===== src/rtl/mips_pkg.sv =====
`default_nettype none
// ============================================================================
// Module      : mips_pkg
// Description : Shared MIPS32 pipeline definitions. Holds datapath width,
//               default reset PC and bubble word, the fetch FSM state
//               encoding, the IF/ID payload type and a saturating increment
//               helper.
// Revision    : 1.0 - initial release
// ============================================================================
package mips_pkg;

  localparam int XLEN = 32;

  // sll $0,$0,0 - architecturally a no-op, used as the bubble word
  localparam logic [XLEN-1:0] NOP_INSTR_DEFAULT = 32'h0000_0000;
  localparam logic [XLEN-1:0] RESET_PC_DEFAULT  = 32'h0000_0000;

  // Fetch FSM encoding
  localparam logic [0:0] ST_FETCH   = 1'b0;
  localparam logic [0:0] ST_DISCARD = 1'b1;

  // Payload carried by the IF/ID pipeline register
  typedef struct packed {
    logic [XLEN-1:0] instr;
    logic [XLEN-1:0] pc4;
    logic            valid;
  } if_id_t;

  // Increment that sticks at all-ones instead of wrapping
  function automatic logic [XLEN-1:0] sat_inc(input logic [XLEN-1:0] v);
    return (v == {XLEN{1'b1}}) ? v : v + 1'b1;
  endfunction

endpackage
`default_nettype wire


===== src/rtl/if_stage_if.sv =====
`default_nettype none
// ============================================================================
// Module      : imem_if
// Description : Instruction-memory request/response handshake.
//               master : fetch stage (drives imem_req / imem_addr)
//               slave  : memory     (drives imem_ready / imem_rdata)
//               A request completes in the cycle imem_req && imem_ready.
// Ports       : none (signal bundle only)
// Revision    : 1.0 - initial release
// ============================================================================
interface imem_if;
  import mips_pkg::*;

  logic            imem_req;
  logic [XLEN-1:0] imem_addr;
  logic            imem_ready;
  logic [XLEN-1:0] imem_rdata;

  modport master (
    output imem_req,
    output imem_addr,
    input  imem_ready,
    input  imem_rdata
  );

  modport slave (
    input  imem_req,
    input  imem_addr,
    output imem_ready,
    output imem_rdata
  );

endinterface
`default_nettype wire


===== src/rtl/if_stage_if_id_reg.sv =====
`default_nettype none
// ============================================================================
// Module      : if_id_reg
// Description : IF/ID pipeline register. Priority: reset, flush (loads a
//               bubble), write enable (loads d_i), otherwise hold.
// Ports       : clk     - clock
//               reset   - synchronous active-high reset (loads a bubble)
//               flush_i - load a bubble, regardless of we_i
//               we_i    - load d_i
//               d_i     - next IF/ID payload
//               q_o     - registered IF/ID payload
// Revision    : 1.0 - initial release
// ============================================================================
module if_id_reg
  import mips_pkg::*;
#(
  parameter logic [XLEN-1:0] NOP_INSTR = NOP_INSTR_DEFAULT
) (
  input  wire logic   clk,
  input  wire logic   reset,
  input  wire logic   flush_i,
  input  wire logic   we_i,
  input  wire if_id_t d_i,
  output if_id_t      q_o
);

  localparam if_id_t C_BUBBLE = '{instr: NOP_INSTR, pc4: '0, valid: 1'b0};

  if_id_t r_q;

  always_ff @(posedge clk) begin
    if (reset) begin
      r_q <= C_BUBBLE;
    end else if (flush_i) begin
      r_q <= C_BUBBLE;
    end else if (we_i) begin
      r_q <= d_i;
    end
  end

  assign q_o = r_q;

endmodule
`default_nettype wire


===== src/rtl/if_stage.sv =====
`default_nettype none
// ============================================================================
// Module      : if_stage
// Description : MIPS32 instruction-fetch stage. Owns the PC, drives the
//               instruction-memory handshake, honours PCWrite/IF_ID_Write
//               stalls and branch/jump redirects, and feeds the IF/ID
//               register. A redirect that arrives while a fetch is still
//               outstanding is parked until that fetch completes (DISCARD).
// Ports       : clk, reset            - clock, synchronous active-high reset
//               PCWrite, IF_ID_Write  - hazard-unit stall controls
//               redirect_valid/_pc    - taken branch/jump target
//               imem                  - instruction-memory handshake (master)
//               IF_ID_instr/_pc4/_valid - registered output to decode
//               pc_out                - current PC
//               fetch_stall_cnt       - saturating memory-bubble count
// Revision    : 1.0 - initial release
// ============================================================================
module if_stage
  import mips_pkg::*;
#(
  parameter logic [XLEN-1:0] RESET_PC  = RESET_PC_DEFAULT,
  parameter logic [XLEN-1:0] NOP_INSTR = NOP_INSTR_DEFAULT
) (
  input  wire logic            clk,
  input  wire logic            reset,
  input  wire logic            PCWrite,
  input  wire logic            IF_ID_Write,
  input  wire logic            redirect_valid,
  input  wire logic [XLEN-1:0] redirect_pc,
  imem_if.master               imem,
  output logic [XLEN-1:0]      IF_ID_instr,
  output logic [XLEN-1:0]      IF_ID_pc4,
  output logic                 IF_ID_valid,
  output logic [XLEN-1:0]      pc_out,
  output logic [XLEN-1:0]      fetch_stall_cnt
);

  logic [XLEN-1:0] pc_q,        pc_d;
  logic [XLEN-1:0] redir_buf_q, redir_buf_d;
  logic [0:0]      state_q,     state_d;
  logic [XLEN-1:0] stall_cnt_q;

  logic            w_load;       // capture fetched word into IF/ID
  logic            w_flush;      // write a bubble into IF/ID
  logic            w_cnt_inc;    // this bubble was caused by memory latency
  logic [XLEN-1:0] w_redir_pc;   // word-aligned redirect target
  logic [XLEN-1:0] w_pc4;
  if_id_t          w_if_id_d;
  if_id_t          w_if_id_q;

  assign w_redir_pc = redirect_pc & ~32'h0000_0003;
  assign w_pc4      = pc_q + 32'd4;

  always_comb begin
    pc_d        = pc_q;
    redir_buf_d = redir_buf_q;
    state_d     = state_q;
    w_load      = 1'b0;
    w_flush     = 1'b0;
    w_cnt_inc   = 1'b0;

    case (state_q)
      ST_FETCH: begin
        if (redirect_valid && imem.imem_ready) begin
          pc_d    = w_redir_pc;
          w_flush = 1'b1;
        end else if (redirect_valid) begin
          // Current access still in flight: finish it before retargeting
          redir_buf_d = w_redir_pc;
          w_flush     = 1'b1;
          state_d     = ST_DISCARD;
        end else if (imem.imem_ready && PCWrite && IF_ID_Write) begin
          w_load = 1'b1;
          pc_d   = w_pc4;
        end else if (imem.imem_ready) begin
          // Stalled: drop the word, same address is refetched next cycle
        end else if (IF_ID_Write) begin
          w_flush   = 1'b1;
          w_cnt_inc = 1'b1;
        end
      end

      ST_DISCARD: begin
        if (!imem.imem_ready) begin
          if (redirect_valid) begin
            redir_buf_d = w_redir_pc;
          end
          if (IF_ID_Write) begin
            w_flush   = 1'b1;
            w_cnt_inc = 1'b1;
          end
        end else begin
          // Stale word returns here and is thrown away; a redirect arriving
          // in the same cycle is newer than the buffered one
          pc_d      = redirect_valid ? w_redir_pc : redir_buf_q;
          w_flush   = 1'b1;
          w_cnt_inc = 1'b1;
          state_d   = ST_FETCH;
        end
      end

      default: begin
        state_d = ST_FETCH;
      end
    endcase
  end

  always_ff @(posedge clk) begin
    if (reset) begin
      pc_q        <= RESET_PC;
      redir_buf_q <= '0;
      state_q     <= ST_FETCH;
      stall_cnt_q <= '0;
    end else begin
      pc_q        <= pc_d;
      redir_buf_q <= redir_buf_d;
      state_q     <= state_d;
      if (w_cnt_inc) begin
        stall_cnt_q <= sat_inc(stall_cnt_q);
      end
    end
  end

  assign w_if_id_d = '{instr: imem.imem_rdata, pc4: w_pc4, valid: 1'b1};

  if_id_reg #(
    .NOP_INSTR (NOP_INSTR)
  ) u_if_id_reg (
    .clk     (clk),
    .reset   (reset),
    .flush_i (w_flush),
    .we_i    (w_load),
    .d_i     (w_if_id_d),
    .q_o     (w_if_id_q)
  );

  // Request is held high outside reset; the address only moves on a
  // completing cycle, so it is stable across wait states.
  assign imem.imem_req  = ~reset;
  assign imem.imem_addr = pc_q;

  assign IF_ID_instr     = w_if_id_q.instr;
  assign IF_ID_pc4       = w_if_id_q.pc4;
  assign IF_ID_valid     = w_if_id_q.valid;
  assign pc_out          = pc_q;
  assign fetch_stall_cnt = stall_cnt_q;

endmodule
`default_nettype wire


===== src/flat_wrapper.sv =====
// flat-port wrapper written by rule: the top's interface ports become plain ports
module if_stage_flat import mips_pkg::*;
#(
  parameter logic [XLEN-1:0] RESET_PC  = RESET_PC_DEFAULT,
  parameter logic [XLEN-1:0] NOP_INSTR = NOP_INSTR_DEFAULT
)
  (clk, reset, PCWrite, IF_ID_Write, redirect_valid, redirect_pc, IF_ID_instr, IF_ID_pc4, IF_ID_valid, pc_out, fetch_stall_cnt, imem_imem_req, imem_imem_addr, imem_imem_ready, imem_imem_rdata);
  imem_if imem_i ();
  input  wire logic clk;
  input  wire logic reset;
  input  wire logic PCWrite;
  input  wire logic IF_ID_Write;
  input  wire logic redirect_valid;
  input  wire logic [XLEN-1:0] redirect_pc;
  output logic [XLEN-1:0] IF_ID_instr;
  output logic [XLEN-1:0] IF_ID_pc4;
  output logic IF_ID_valid;
  output logic [XLEN-1:0] pc_out;
  output logic [XLEN-1:0] fetch_stall_cnt;
  output wire logic [$bits(imem_i.imem_req)-1:0] imem_imem_req;
  output wire logic [$bits(imem_i.imem_addr)-1:0] imem_imem_addr;
  input wire logic [$bits(imem_i.imem_ready)-1:0] imem_imem_ready;
  input wire logic [$bits(imem_i.imem_rdata)-1:0] imem_imem_rdata;
  assign imem_imem_req = imem_i.imem_req;
  assign imem_imem_addr = imem_i.imem_addr;
  assign imem_i.imem_ready = imem_imem_ready;
  assign imem_i.imem_rdata = imem_imem_rdata;
  if_stage #(.RESET_PC(RESET_PC), .NOP_INSTR(NOP_INSTR)) u_core (.clk(clk), .reset(reset), .PCWrite(PCWrite), .IF_ID_Write(IF_ID_Write), .redirect_valid(redirect_valid), .redirect_pc(redirect_pc), .imem(imem_i), .IF_ID_instr(IF_ID_instr), .IF_ID_pc4(IF_ID_pc4), .IF_ID_valid(IF_ID_valid), .pc_out(pc_out), .fetch_stall_cnt(fetch_stall_cnt));
endmodule

===== config.mk =====
export PLATFORM = sky130hd
export DESIGN_NAME = if_stage_flat
export DESIGN_NICKNAME = d
export VERILOG_FILES = /design/src/rtl/mips_pkg.sv /design/src/rtl/if_stage_if.sv /design/src/rtl/if_stage_if_id_reg.sv /design/src/rtl/if_stage.sv /design/src/flat_wrapper.sv
export SDC_FILE = /design/constraint.sdc
export NUM_CORES = 1
export LEC_CHECK = 0
export ABC_AREA = 1
export CAP_MARGIN = 20
export CORE_MARGIN = 3
export CORE_UTILIZATION = 40
export DETAILED_ROUTE_END_ITERATION = 10
export PLACE_DENSITY = 0.68
export SYNTH_ARGS = -nofsm -noshare
export SYNTH_HDL_FRONTEND = slang
export SYNTH_SLANG_ARGS = --single-unit

===== constraint.sdc =====
create_clock -name clk -period 2.2 [get_ports clk]
set_input_delay 0.66 -clock clk [delete_from_list [all_inputs] [get_ports clk]]
set_output_delay 0.66 -clock clk [all_outputs]
set_load 0.02 [all_outputs]

==> results of run 1 <==
[cells in the mapped netlist (2+ instances only)]
library cell / number
o211ai_1: 15
nand2_2: 14
ha_1: 2
a31oi_1: 17
nand4_1: 7
buf_1: 3
dfxtp_1: 162
nor3_1: 8
nand2_1: 443
inv_1: 116
nand3b_1: 9
nor2_2: 3
nand3_1: 53
o21ai_0: 93
xnor2_1: 8
xor2_1: 21
clkinv_1: 2
buf_4: 34
a21oi_2: 10
inv_2: 4
nor2_1: 143
buf_2: 20
clkbuf_1: 39
a21oi_1: 104
[how the worst max path moves through the flow]
stage	startpoint	end	cells after the start
after floorplan	reset	imem_imem_req	3
after global placement	imem_imem_ready	u_core.u_if_id_reg.q_o[29]$_SDFFE_PP0P_	9
after detailed placement	imem_imem_ready	u_core.u_if_id_reg.q_o[27]$_SDFFE_PP0P_	9
after CTS	u_core.imem.imem_addr[14]$_SDFFE_PP0P_	pc_out[14]	1
after global routing	u_core.fetch_stall_cnt[25]$_SDFFE_PP0P_	fetch_stall_cnt[25]	1
final	u_core.fetch_stall_cnt[25]$_SDFFE_PP0P_	fetch_stall_cnt[25]	1
[routing by layer]
metal	share of wire [%]	GRT usage (%)
met1	44	30.0
met2	48	38.3
met3	5.9	4.59
met4	2.0	6.41
met5	0.047	0
[per-stage QoR]
stage / setup WS, ps / utilization [%]
CTS: 2.04 / 56.0
global placement: -180 / 53.5
detailed placement: -210 / 53.5
floorplan: 229 / -
finish: 53.4 / 56.3
global route: 13.8 / 56.3
[kinds of logic (layout without fill, tap and decap cells)]
kind of cell	after synthesis	after routing
xor gates and xnor gates	29	29
buffers and inverters	220	442
AOI/OAI and AO/OA	243	243
adders and majority gates	2	2
DFF	162	162
muxes	1	1
and+or+nand+nor	686	686
[where the power goes]
part / switching, uW / leakage, uW / total, uW / internal, uW
Sequential: 117 / 0.00132 / 3150 / 3030
Combinational: 676 / 0.00365 / 1160 / 485
Clock: 1450 / 0.000291 / 2990 / 1540
Total: 2240 / 0.00526 / 7310 / 5060
[cells in the final DEF, fill, tap and decap left out, types with 21 or more instances in the layout]
cell type / n
a21oi_1: 104
buf_4: 49
clkdlybuf4s50_1: 154
dfxtp_1: 160
dlygate4sd2_1: 58
inv_1: 116
nand2_1: 443
nand3_1: 53
nor2_1: 143
o21ai_0: 93
xor2_1: 21
[final cells by class]
class                           instances  area [um^2]  share of cell area, %
Clock inverter                         15          191                   1.61
Clock buffer                           17          425                   3.58
Timing Repair Buffer                  288         2810                   23.7
Tap cell                              275          344                   2.90
Sequential cell                       162         3250                   27.3
Multi-Input combinational cell        961         4390                   37.0
Inverter                              122          458                   3.86
[state kept, by name (all words and copies together) (netlist names)]
signal / count
u_core.redir_buf_q: 32
u_core.state_q: 1
u_core.fetch_stall_cnt: 32
u_core.u_if_id_reg.q_o: 65
u_core.imem.imem_addr: 32
[timing repair]
item,in CTS,in global routing
gates cloned,0,0
setup endpoints to repair,60,20
pin swaps,0,1
hold buffers,0,0
gates resized for setup,60,17
setup buffers,0,1
[tightest hold or removal path, cell delays in order, from the launching register on]
cell	delay [ps]
dfxtp_1	300
nand2_1	70
nor2_1	40
==> qor.yml, run 1 <==
cts-root-buf: "clkbuf_16"
grt_pass1_vias: 8379
critPathRequiredTime_ps: 1540
clock_latency_ps: 430
worstSetupPathType: "flop to primary output"
r2r_setup_slack_ps: 210
remaining_drc_errors: 0
grt_pass1_wl_mm: 43.7
worstPathMaxFanout: 6
die_y_um: 153
finalPower_uw: 7310
skew_ps: 12.6
yosysSeqAreaShare_pct: 37.5
area_growth_pct: 37.4
clockBufferDepth: 2
gp_congestion: 0.946
numCtsBuffers: 17
final_cells: 1840
synth_mux_area_share_pct: 0.116
synthTopCellsByArea: "dfxtp_1 38%, nand2_1 19%, nor2_1 6.2%"
post-place-cells: 1807
cp.buffers_inverters: 1
synth-seq-cells: 162
io_pins: 232
hold_viol_final: 0
die-area_um2: 23400
status: "finished, final reports clean"
hold_end: "u_core.redir_buf_q[0]$_SDFFE_PP0P_"
irDropWorstVdd_mv: 0.450
endpoint_kind: "primary output"
critPathMaxStageDelay_ps: 640
worstRegToRegCells: 10
initial_core_util_pct: 41.0
synth_fa_ha_area_share_pct: 0.290
yosysTopAreaCell: "dfxtp_1"
slew_viol_final: 0
slew_headroom_pct: 61.5
clock_sinks: 162
reg2reg_to: "u_core.imem.imem_addr[14]$_SDFFE_PP0P_"
critPathSlowestCell: "clkdlybuf4s50_1"
drtIter0Drc: 641
grt_max_degree: 54
synth_edf_count: 0
synth_compound_area_share_pct: 15.3
vias: 9196
synthXorXnorAreaFrac_pct: 2.94
worst_setup_path_start_kind: "flop"
ant_nets: 0
synth_top_family_by_area: "simple AND/OR/NAND/NOR gates"
setup_tns_ps: 0
ys.flop_type: "dfxtp_1"
grt_use_total_pct: 22.8
diodes: 0
die_x_um: 153
vias_per_cell: 5.00
cp_top_family: "buffers and inverters"
grt-ovfl-total: 0
syn-num-nets: 1415
cts_tree: "built"
yosys.area_share.simple_pct: 32.2
clkTransAtPathRegs_ps: 70
antenna_found_initial: 1
hold_class: "flop to flop"
wl_mm: 27.4
synth_area_um2: 8640
min_period_ps: 2150
drt-pass1-iter-count: 6
period_share_pct: 97.6
synth_area_per_cell_um2: 6.43
worstPathCellList: "clkdlybuf4s50_1"
hold_start: "u_core.redir_buf_q[0]$_SDFFE_PP0P_"
worst_pin_slew_ps: 578
ys_warn_count: 0
core_um2: 21100
hold_ws_ps: 450
p_leak_uw: 0.00526
maxCapViolCount: 0
routedWlPerCell_um: 14.9
htreeDepth: 4
fmax_mhz: 466
p_per_area_nw_per_um2: 616
dp_hpwl_mm: 20.5
finalSetupViolations: 0
synth_async_sr_flop_share_pct: 0
r2r-start: "u_core.imem.imem_addr[3]$_SDFFE_PP0P_"
grt_setup_unrepaired: "no"
n_fill_cell: 2081
num-nets-final: 1624
design_area_um2: 11900
cp.arrival_ps: 1490
portBuffers: 229
whs_path_depth: 2
dpl_cell_area_um2: 11300
yosysTopAreaCellShare_pct: 37.5
synthCells: 1343
yosysUniqueCellTypes: 37
rows: 53
drive_gt1_share_pct: 8.18
Power figures use the tool's default switching activity.
==> run 2: changes to the inputs <==
CAP_MARGIN = default   (was 20)
CTS_CLUSTER_SIZE = 25   (was default)
==> results of run 2 <==
Final layout, timing and power as in run 1 (identical DEF).
==> run 3: changes to the inputs <==
CORE_UTILIZATION = 49   (was 40)
PLACE_DENSITY = 0.81   (was 0.68)
clock period = 2.29 ns   (was 2.2 ns; I/O delays follow)
==> qor.yml, run 3 (synthesis results as in run 1) <==
post-place-cells: 1741
hold_ws_ps: 459
period_share_pct: 98.7
skew_ps: 8.76
numCtsBuffers: 17
finalSetupViolations: 0
htreeDepth: 4
status: "finished, final reports clean"
n_fill_cell: 1467
drt-pass1-iter-count: 5
cts.repair.resized: 6
routedWlPerCell_um: 15.4
grt_pass1_wl_mm: 43.8
vias: 9388
finalWorstSetupSlack_ps: 29.1
die_x_um: 139
vias_per_cell: 5.29
grt-ovfl-total: 0
area_growth_pct: 36.4
cp_top_family: "buffers and inverters"
drive_gt1_share_pct: 7.47
largest_reg_flops: 65
critPathSlowestCell: "clkdlybuf4s50_1"
fmax_mhz: 442
mostFrequentLayoutCell: "nand2_1"
critPathMaxStageDelay_ps: 670
slew_viol_final: 0
dp_slack_ps: -182
clockBufferDepth: 2
endpoint_kind: "primary output"
p_per_area_nw_per_um2: 606
r2r-start: "u_core.imem.imem_addr[2]$_SDFFE_PP0P_"
worstPathCellList: "clkdlybuf4s50_1"
dp_hpwl_mm: 20.1
slew_headroom_pct: 63.2
initial_core_util_pct: 51.0
crit_start: "u_core.imem.imem_addr[10]$_SDFFE_PP0P_"
core_um2: 16900
die-area_um2: 19300
grt_use_total_pct: 27.6
worst_setup_path_start_kind: "flop"
die_y_um: 139
postCtsSetupRepairBufs: 0
worstPathMaxFanout: 6
gp_congestion: 0.943
clock_latency_ps: 430
diodes: 0
hold_viol_final: 0
clkTransAtPathRegs_ps: 70
min_period_ps: 2260
grt_setup_unrepaired: "no"
cp.arrival_ps: 1570
clock_sinks: 162
grt_pass1_vias: 8633
worst_pin_slew_ps: 552
ant_nets: 0
ctsHoldBuffers: 0
drtIter0Drc: 830
final_cell_mix: "443 x nand2_1, 201 x clkdlybuf4s50_1, 160 x dfxtp_1, 143 x nor2_1, 116 x inv_1"
io_pins: 232
remaining_drc_errors: 0
final_cells: 1773
irDropWorstVdd_mv: 0.559
portBuffers: 229
grt_max_degree: 54
num-nets-final: 1612
cts_tree: "built"
rows: 47
hold_class: "flop to flop"
worstSetupPathType: "flop to primary output"
antenna_found_initial: 0
cp.buffers_inverters: 1
maxCapViolCount: 0
hold_start: "u_core.redir_buf_q[0]$_SDFFE_PP0P_"
p_leak_uw: 0.00506
wl_mm: 27.3
critPathRequiredTime_ps: 1600
cts-root-buf: "clkbuf_16"
[run 3: cell types whose count changed in the layout (fill, tap and decap cells not counted), sizes merged]
cell | before | now
bufinv | 0 | 2
clkinv | 10 | 3
clkinvlp | 2 | 1
clkdlybuf4s50 | 154 | 201
dlymetal6s2s | 16 | 22
buf | 60 | 48
dlygate4sd2 | 58 | 5
inv | 125 | 131
[run 3: worst paths after layout]
check	to	slack (ps)	cells past startpoint
setup / recovery	imem_imem_addr[10]	30	1
hold / removal	u_core.redir_buf_q[0]$_SDFFE_PP0P_	460	2
setup reg to reg	u_core.imem.imem_addr[12]$_SDFFE_PP0P_	270	10
hold reg to reg	u_core.redir_buf_q[0]$_SDFFE_PP0P_	460	2
[run 3: power by group]
part | switching [uW] | internal, uW
registers | 115 | 2920
clock network | 1310 | 1660
logic | 646 | 491
total | 2070 | 5070
[run 3: final cells by class]
type                    count  area (um^2)  area share (%)
repair buffers            276         2800            23.8
clock inverters            15          185            1.57
flip-flops and latches    162         3250            27.5
multi-input cells         961         4390            37.3
inverters                 122          458            3.89
well taps                 220          275            2.34
clock buffers              17          425            3.61
[run 3: through the flow]
step           area, um^2  power, uW  setup TNS (ps)  util (%)
2_1_floorplan        8640       3720               0         -
3_3_place_gp        11100       4210           -4130      65.7
3_5_place_dp        11100       4230           -7530      65.7
4_1_cts             11700       7170               0      69.2
5_1_grt             11800       7410               0      69.6
6_report            11800       7140               0      69.6
[run 3: metal layers]
layer | routed length, um | GRT usage [%] | vias to the layer above
met5 | 0 | 0 | -
met4 | 1190 | 12.7 | 0
met3 | 1930 | 4.00 | 80
met2 | 12700 | 45.2 | 419
met1 | 11500 | 36.1 | 4262
li1 | - | - | 4627
